<file path="config.mk">
export PLATFORM = sky130hd
export DESIGN_NAME = elastic_pipe_chain
export DESIGN_NICKNAME = d
export VERILOG_FILES = /design/src/rtl/elastic_pipe_chain.sv
export SDC_FILE = /design/constraint.sdc
export NUM_CORES = 1
export LEC_CHECK = 0
export ABC_CLOCK_PERIOD_IN_PS = 4100
export CAP_MARGIN = 15
export CORE_MARGIN = 2
export CORE_UTILIZATION = 47
export DETAILED_ROUTE_END_ITERATION = 16
export PLACE_DENSITY = 0.79
export SKIP_CTS_REPAIR_TIMING = 1
export SLEW_MARGIN = 10
export SYNTH_ARGS = -nofsm -noshare
export SYNTH_HDL_FRONTEND = slang
export SYNTH_SLANG_ARGS = --single-unit
</file>
<file path="constraint.sdc">
create_clock -name clock -period 4.1 [get_ports clock]
set_input_delay 0.82 -clock clock [delete_from_list [all_inputs] [get_ports clock]]
set_output_delay 0.82 -clock clock [all_outputs]
set_load 0.005 [all_outputs]
</file>
<file path="src/rtl/elastic_pipe_chain.sv">
// DEPTH-stage elastic retiming chain for WIDTH-bit beats; DEPTH cycles latency (0 = combinational).
// Back-pressure: enq_ready/deq_valid come only from stage flops; FULL stages stream 1 beat/cycle, HALF 1 per 2.
module elastic_pipe_chain #(
    parameter int WIDTH = 32,
    parameter int DEPTH = 1,
    parameter int MODE  = 0,
    parameter int CNT_W = (DEPTH == 0) ? 1 : $clog2(2 * DEPTH + 1)
) (
    input  logic             clock,
    input  logic             reset,
    input  logic             flush,
    input  logic             enq_valid,
    output logic             enq_ready,
    input  logic [WIDTH-1:0] enq_bits,
    output logic             deq_valid,
    input  logic             deq_ready,
    output logic [WIDTH-1:0] deq_bits,
    output logic [CNT_W-1:0] count
);

    if (DEPTH == 0) begin : g_pass
        logic unused_clk_rst;
        assign unused_clk_rst = clock ^ reset;

        assign deq_valid = enq_valid & ~flush;
        assign deq_bits  = enq_bits;
        assign enq_ready = deq_ready & ~flush;
        assign count     = '0;
    end else begin : g_chain
        // lnk_* index i is the input side of stage i; index DEPTH is the chain output.
        logic             lnk_vld [DEPTH+1];
        logic             lnk_rdy [DEPTH+1];
        logic [WIDTH-1:0] lnk_dat [DEPTH+1];
        logic             kill;
        logic             enq_fire;
        logic             deq_fire;
        logic [CNT_W-1:0] count_q;
        logic [CNT_W-1:0] count_d;

        assign kill         = reset | flush;
        assign lnk_vld[0]   = enq_valid & ~kill;
        assign lnk_dat[0]   = enq_bits;
        assign lnk_rdy[DEPTH] = deq_ready & ~kill;
        assign enq_ready    = lnk_rdy[0] & ~kill;
        assign deq_valid    = lnk_vld[DEPTH] & ~kill;
        assign deq_bits     = lnk_dat[DEPTH];
        assign enq_fire     = enq_valid & enq_ready;
        assign deq_fire     = deq_valid & deq_ready;
        assign count        = count_q;

        always_comb begin
            count_d = count_q + CNT_W'(enq_fire) - CNT_W'(deq_fire);
            if (flush) begin
                count_d = '0;
            end
        end

        always_ff @(posedge clock) begin
            if (reset) begin
                count_q <= '0;
            end else begin
                count_q <= count_d;
            end
        end

        for (genvar i = 0; i < DEPTH; i++) begin : g_stage
            if (MODE == 1) begin : g_half
                logic             vld_q;
                logic             vld_d;
                logic [WIDTH-1:0] dat_q;
                logic [WIDTH-1:0] dat_d;

                assign lnk_rdy[i]   = ~vld_q;
                assign lnk_vld[i+1] = vld_q;
                assign lnk_dat[i+1] = dat_q;

                // Accept only when empty, so a beat never enters and leaves in the same cycle.
                always_comb begin
                    vld_d = vld_q;
                    dat_d = dat_q;
                    if (vld_q && lnk_rdy[i+1]) begin
                        vld_d = 1'b0;
                    end else if (lnk_vld[i] && !vld_q) begin
                        vld_d = 1'b1;
                        dat_d = lnk_dat[i];
                    end
                    if (flush) begin
                        vld_d = 1'b0;
                    end
                end

                always_ff @(posedge clock) begin
                    if (reset) begin
                        vld_q <= 1'b0;
                    end else begin
                        vld_q <= vld_d;
                    end
                    dat_q <= dat_d;
                end
            end else begin : g_full
                logic             m_vld_q;
                logic             m_vld_d;
                logic             s_vld_q;
                logic             s_vld_d;
                logic [WIDTH-1:0] m_dat_q;
                logic [WIDTH-1:0] m_dat_d;
                logic [WIDTH-1:0] s_dat_q;
                logic [WIDTH-1:0] s_dat_d;
                logic             in_fire;
                logic             m_free;

                assign lnk_rdy[i]   = ~s_vld_q;
                assign lnk_vld[i+1] = m_vld_q;
                assign lnk_dat[i+1] = m_dat_q;

                // The skid entry only fills while main is stalled, and refills main first on drain.
                always_comb begin
                    in_fire = lnk_vld[i] & ~s_vld_q;
                    m_free  = ~m_vld_q | lnk_rdy[i+1];
                    m_vld_d = m_vld_q;
                    m_dat_d = m_dat_q;
                    s_vld_d = s_vld_q;
                    s_dat_d = s_dat_q;
                    if (m_free) begin
                        if (s_vld_q) begin
                            m_vld_d = 1'b1;
                            m_dat_d = s_dat_q;
                            s_vld_d = 1'b0;
                        end else begin
                            m_vld_d = in_fire;
                            if (in_fire) begin
                                m_dat_d = lnk_dat[i];
                            end
                        end
                    end else if (in_fire) begin
                        s_vld_d = 1'b1;
                        s_dat_d = lnk_dat[i];
                    end
                    if (flush) begin
                        m_vld_d = 1'b0;
                        s_vld_d = 1'b0;
                    end
                end

                always_ff @(posedge clock) begin
                    if (reset) begin
                        m_vld_q <= 1'b0;
                        s_vld_q <= 1'b0;
                    end else begin
                        m_vld_q <= m_vld_d;
                        s_vld_q <= s_vld_d;
                    end
                    m_dat_q <= m_dat_d;
                    s_dat_q <= s_dat_d;
                end
            end
        end
    end

endmodule

</file>
==> run summary, run 1 <==
result of the run: finished, final reports clean
arrival time at the worst endpoint: 2260 ps
Hold WC Path Type: register to register
H-Tree Level Count: 3
total number of vias: 1389
wire length of the first global-routing pass: 7780 µm
Worst Path Required: 3280 ps
ranking of synthesized cells by instance count: 64 x sky130_fd_sc_hd__edfxtp_1, 32 x sky130_fd_sc_hd__mux2_2, 4 x sky130_fd_sc_hd__dfxtp_1
number of cells on the worst hold path: 1
Placer Congestion: 0.775
top area cells in the synthesized netlist: sky130_fd_sc_hd__edfxtp_1 76%, sky130_fd_sc_hd__mux2_2 14%, sky130_fd_sc_hd__dfxtp_1 3.1%
crit path max fanout: 6
area enclosed by the die boundary: 6020 µm²
Multi-input gate area: 536 µm²
area taken by flip-flops and latches: 2000 µm²
maximum buffer depth of the clock tree: 2
maximum vdd ir drop: 0.000187 V
source of the worst register-to-register timing path: g_chain.g_stage[0].g_full.s_vld_q
number of standard cells in the final layout excluding fillers: 277
gate count after technology mapping: 123
minimum period implied by the final worst setup slack: 3080 ps
number of pins exceeding their max-slew limit in the final report: 0
number of cell instances on the worst register-to-register path: 2
summed instance area of the synthesized netlist: 2540 µm²
number of clock buffers inserted by TritonCTS: 9
most used flip-flop cell after synthesis: sky130_fd_sc_hd__edfxtp_1
library cell with the highest instance count after synthesis: sky130_fd_sc_hd__edfxtp_1
post-layout worst setup margin: 1020 ps
via count of the first global-routing pass: 1491
Final Net Count: 241
total routed wirelength: 4740 µm
core area: 5170 µm²
overall fraction of global-route tracks in use: 0.171
flops & latches, synth: 68
RSZ-0062 raised after global routing: no
largest net degree at the start of global routing: 37
number of I/O port buffers: 72
Critical Path Source Type: primary input
Hold EP: deq_bits[13]
Die X: 77.6 µm
filler cell count: 339
worst hold-check slack: 541 ps
Worst Clk Skew: 10.0 ps
cell seen most often among critical-path stages: sky130_fd_sc_hd__clkdlybuf4s50_1
detailed placer's ending HPWL: 3250 µm
DR iter-0 viols: 101
diodes inserted: 0
ratio of cells with drive above 1 in the final layout: 0.251
number of enable flip-flop cells after synthesis: 64
Critical Path, Cell by Cell: clkdlybuf4s50_1, nor2_1, and2_1, clkdlybuf4s50_1
reg-to-reg critical path endpoint: g_chain.g_stage[0].g_full.s_dat_q[20]
Mapped Nets: 162
headroom to the max-slew limit: 0.318
worst slack, placed: 1010 ps
overall die height: 77.6 µm
row cnt: 26
I/O pin count: 73
post-synthesis to final-layout area growth: 41.1%
slack of the worst reg-to-reg path: 1740 ps
first drt pass iteration count: 5
share of the clock period used by the worst path after layout: 0.751
Hold Startpoint: g_chain.g_stage[0].g_full.s_dat_q[13]
WL/cell: 17.1 µm
average via count per standard cell: 5.01
Sinks on Clock Net: 68
transition at the pin with the smallest max-transition slack: 1020 ps
Placed Instances: 261
post-CTS clock slew at the launch and capture registers of the worst setup and hold paths: 70 ps
total power after layout: 1.52 mW
Peak Freq: 325 MHz
Root Buffer: sky130_fd_sc_hd__clkbuf_8
critical path start-end classification: primary input to output port
cell accounting for the most synthesized area: sky130_fd_sc_hd__edfxtp_1
number of antenna violations at the first check in global routing: 0
final routed DRC violation total: 0
clock latency reported for the late side of the worst-skew pair: 330 ps
Critical-path top delay cell: sky130_fd_sc_hd__clkdlybuf4s50_1
Finish-stage setup viols: 0
CP Capture Type: output port
Max-cap violations: 0
Synthesis Warnings: 0
leakage dissipation: 1.20 nW
Hold Vio Cnt, Final: 0
Max stage delay on crit path: 500 ps
pwr/cell area: 423 nW/µm²
post-synthesis area per instance: 20.7 µm²
number of antenna-violating nets in the routed design: 0
fraction of registers with async set or reset after synthesis: 0
sequential-to-total area share from yosys stat: 0.787
share of the synthesized area in the top cell type: 0.755
post-synth cell types: 20
TritonCTS clock tree: built
overflow left after global routing: 0
Initial Utilization: 0.492
sum of negative setup slack: 0 ps
==> final cells by class <==
type	count	area share
clock inverter	7	0.0321
sequential	68	0.558
inverter	1	0.00105
tap	70	0.0244
timing repair buffer	72	0.201
multi-input combinational	50	0.149
clock buffer	9	0.0345
==> layout by cell type, fill, tap and decap left out, types with 2 or more instances in the layout <==
cell and count:
sky130_fd_sc_hd__edfxtp_1 64, sky130_fd_sc_hd__nor3_1 2, sky130_fd_sc_hd__ha_1 2, sky130_fd_sc_hd__clkbuf_8 9
sky130_fd_sc_hd__nor2_1 2, sky130_fd_sc_hd__mux2_2 32, sky130_fd_sc_hd__dfxtp_1 3, sky130_fd_sc_hd__clkdlybuf4s50_1 72
sky130_fd_sc_hd__and2_1 2, sky130_fd_sc_hd__bufinv_16 3
==> where the power goes <==
part           internal, mW  switching, mW
registers             0.773        0.00526
clock network         0.402          0.245
logic                0.0631         0.0306
total                  1.24          0.281
==> how the worst max path moves through the flow <==
stage,from,cells past startpoint,end,slack (ps)
6_report,flush,4,deq_valid,1020
5_1_grt,flush,4,deq_valid,940
4_1_cts,flush,4,deq_valid,1020
3_5_place_dp,flush,3,deq_bits[5],1010
3_3_place_gp,flush,3,deq_bits[5],1120
2_1_floorplan,flush,2,deq_bits[0],680
==> flip-flops by register name (all words and copies together) (netlist names) <==
register	count
g_chain.g_stage.g_full.s_vld_q	1
g_chain.g_stage.g_full.m_vld_q	1
deq_bits	32
g_chain.g_stage.g_full.s_dat_q	32
count	2
==> critical path, delay by kind of cell <==
| family | cells | cell delay [ps] |
|---|---|---|
| simple gates | 2 | 430 |
| buf+inv | 2 | 1000 |
==> layer usage <==
layer  vias to the layer above  global-route usage  share of wire
li1                        647                   -              -
met1                       679               0.239           0.46
met2                        58               0.258           0.46
met3                         5              0.0547          0.067
met4                         0              0.0536         0.0086
met5                         -                   0              0
==> metrics by stage <==
stage                      util  cell area [µm²]
after floorplan               -             2540
after detailed placement  0.648             3350
after global placement    0.648             3350
final                     0.694             3590
after global routing      0.694             3590
after CTS                 0.694             3590
==> cell families (layout without fill, tap and decap cells) <==
logic type,Yosys count,count (layout),synth area share
AO/OA/AOI/OAI,2,2,0.00639
XOR/XNOR,1,1,0.00885
adder cells (fa/ha/maj),2,2,0.00983
buffers and inverters,5,89,0.0118
flip-flops,68,68,0.787
multiplexers,32,32,0.142
AND/OR/NAND/NOR,13,13,0.0349
No activity file was read; power rests on OpenSTA's default activity.
==> run 2, diff against run 1 <==
Settings changed: ABC_CLOCK_PERIOD_IN_PS 4100 to 3100.
Clock period 4.1 ns to 3.1 ns, I/O delays scaled along.
==> run summary, run 2 (synthesis results as in run 1) <==
result of the run: finished, final reports clean (unchanged)
core area: 5170 µm² (unchanged)
H-Tree Level Count: 3 (unchanged)
sequential share of power: 0.585 (was 0.513)
minimum period implied by the final worst setup slack: 2660 ps
transition at the pin with the smallest max-transition slack: 894 ps (was 1020 ps)
switching share of power: 0.192 (was 0.185)
TritonCTS clock tree: built (unchanged)
final routed DRC violation total: 0 (unchanged)
number of clock buffers inserted by TritonCTS: 9 (unchanged)
maximum vdd ir drop: 0.000308 V (was 0.000187 V)
crit path max fanout: 6 (unchanged)
diodes inserted: 0 (unchanged)
post-CTS clock slew at the launch and capture registers of the worst setup and hold paths: 60 ps (was 70 ps)
share of power burned in the clock network: 0.344 (was 0.426)
number of standard cells in the final layout excluding fillers: 280 (was 277)
RSZ-0062 raised after global routing: no (unchanged)
overall die height: 77.6 µm (unchanged)
via count of the first global-routing pass: 1465 (was 1491)
I/O pin count: 73 (unchanged)
overall fraction of global-route tracks in use: 0.157 (was 0.171)
Critical Path Source Type: primary input (unchanged)
Placer Congestion: 0.729 (was 0.775)
amount of wire on met2 after detailed routing: 2140 µm (was 2180 µm)
Worst Clk Skew: 7.18 ps (was 10.0 ps)
detailed placer's ending HPWL: 3120 µm (was 3250 µm)
Hold Vio Cnt, Final: 0 (unchanged)
Placed Instances: 264 (was 261)
Worst Path Required: 2480 ps (was 3280 ps)
number of pins exceeding their max-slew limit in the final report: 0 (unchanged)
post-route cell area: 3550 µm² (was 3590 µm²)
leakage dissipation: 1.18 nW (was 1.20 nW)
CP Capture Type: output port (unchanged)
row cnt: 26 (unchanged)
number of I/O port buffers: 72 (unchanged)
Core Util, Final: 0.687 (was 0.694)
number of cell instances on the worst register-to-register path: 6 (was 2)
Max stage delay on crit path: 500 ps (about the same)
Peak Freq: 376 MHz
arrival time at the worst endpoint: 2040 ps (was 2260 ps)
most common cell after layout, fill and taps aside: sky130_fd_sc_hd__clkdlybuf4s50_1 (unchanged)
DR iter-0 viols: 58 (was 101)
WL/cell: 16.1 µm (was 17.1 µm)
total number of vias: 1401 (was 1389)
Die X: 77.6 µm (unchanged)
source of the worst register-to-register timing path: g_chain.g_stage[0].g_full.s_vld_q (unchanged)
Root Buffer: sky130_fd_sc_hd__clkbuf_8 (unchanged)
number of antenna-violating nets in the routed design: 0 (unchanged)
highest signal layer in the routed design: met4 (unchanged)
ratio of cells with drive above 1 in the final layout: 0.248 (was 0.251)
Hold WC Path Type: register to register (unchanged)
first drt pass iteration count: 4 (was 5)
Final Net Count: 244 (was 241)
clock latency reported for the late side of the worst-skew pair: 320 ps (was 330 ps)
met1 layer wirelength in the final routing: 1990 µm (was 2200 µm)
pwr/cell area: 496 nW/µm² (was 423 nW/µm²)
Critical Path, Cell by Cell: clkdlybuf4s50_1, nor2_1, and2_1, clkdlybuf4s50_1 (unchanged)
largest net degree at the start of global routing: 37 (unchanged)
Multi-input gate area: 536 µm² (unchanged)
area taken by flip-flops and latches: 2000 µm² (unchanged)
cell area after placement: 3390 µm² (was 3350 µm²)
filler cell count: 356 (was 339)
overflow left after global routing: 0 (unchanged)
switching power of the nets: 0.339 mW (was 0.281 mW)
highest-count cells in the layout ignoring fill and taps: 72 x sky130_fd_sc_hd__clkdlybuf4s50_1, 64 x sky130_fd_sc_hd__edfxtp_1, 32 x sky130_fd_sc_hd__mux2_2 (unchanged)
internal power: 1.42 mW (was 1.24 mW)
area enclosed by the die boundary: 6020 µm² (unchanged)
wire length of the first global-routing pass: 7200 µm (was 7780 µm)
Critical-path top delay cell: sky130_fd_sc_hd__clkdlybuf4s50_1 (unchanged)
maximum buffer depth of the clock tree: 2 (unchanged)
critical path start-end classification: primary input to output port (unchanged)
Max-cap violations: 0 (unchanged)
number of antenna violations at the first check in global routing: 0 (unchanged)
Initial Utilization: 0.492 (unchanged)
routed wl met3: 314 µm (was 319 µm)
number of cells on the worst hold path: 1 (unchanged)
slack of the worst reg-to-reg path: 870 ps (was 1740 ps)
headroom to the max-slew limit: 0.404 (was 0.318)
share of the clock period used by the worst path after layout: 0.859
average via count per standard cell: 5.00 (was 5.01)
post-synthesis to final-layout area growth: 39.5% (was 41.1%)
Hold Startpoint: g_chain.g_stage[0].g_full.s_dat_q[4] (was g_chain.g_stage[0].g_full.s_dat_q[13])
sum of negative setup slack: 0 ps (unchanged)
Hold EP: deq_bits[4] (was deq_bits[13])
total routed wirelength: 4510 µm (was 4740 µm)
proportion of power drawn by combinational gates: 0.071 (was 0.062)
reg-to-reg critical path endpoint: count[1] (was g_chain.g_stage[0].g_full.s_dat_q[20])
worst hold-check slack: 553 ps (was 541 ps)
Finish-stage setup viols: 0 (unchanged)
Sinks on Clock Net: 68 (unchanged)
cell seen most often among critical-path stages: sky130_fd_sc_hd__clkdlybuf4s50_1 (unchanged)
## run 2: cell count changes in the layout (fill, tap and decap cells not counted), sizes merged
| cell | delta |
|---|---|
| buf | +3 |
| bufinv | -3 |
| clkbuf | +5 |
| clkinv | -2 |
## run 2: cell type report
type	count	share of cell area
flip-flops and latches	68	0.564
repair buffers	75	0.213
multi-input cells	50	0.151
clock buffers	14	0.0430
well taps	70	0.0247
clock inverters	2	0.00352
inverters	1	0.00106
## run 2: per-stage QoR
stage / power (mW) / worst slack, ps
final: 1.76 / 439
after global routing: 1.82 / 378
after CTS: 1.78 / 435
after detailed placement: 1.18 / 424
after global placement: 1.17 / 533
after floorplan: 1.08 / 683
## run 2: power by group through the flow
stage | logic (mW) | clock network (mW) | registers (mW)
after floorplan | 0.0342 | 0 | 1.05
after global placement | 0.121 | 0 | 1.05
after detailed placement | 0.127 | 0 | 1.05
after CTS | 0.128 | 0.624 | 1.03
after global routing | 0.135 | 0.654 | 1.03
final | 0.125 | 0.605 | 1.03
## run 2: worst max-delay path: cells and delay by family
family                 cells  cell delay [ps]
buffers and inverters      2             1000
and+or+nand+nor            2              430
## run 2: layer usage
layer,track usage,up-vias
met1,0.192,683
met3,0.0477,8
met4,0.0804,0
met5,0,-
li1,-,650
met2,0.253,60
## run 2: worst max path at each step
stage | slack (ps) | depth (start not counted) | from | endpoint
global route | 380 | 4 | flush | deq_valid
floorplan | 680 | 2 | flush | deq_bits[0]
detailed placement | 420 | 7 | flush | count[1]
global placement | 530 | 4 | flush | deq_valid
CTS | 440 | 4 | flush | deq_valid
finish | 440 | 4 | flush | deq_valid
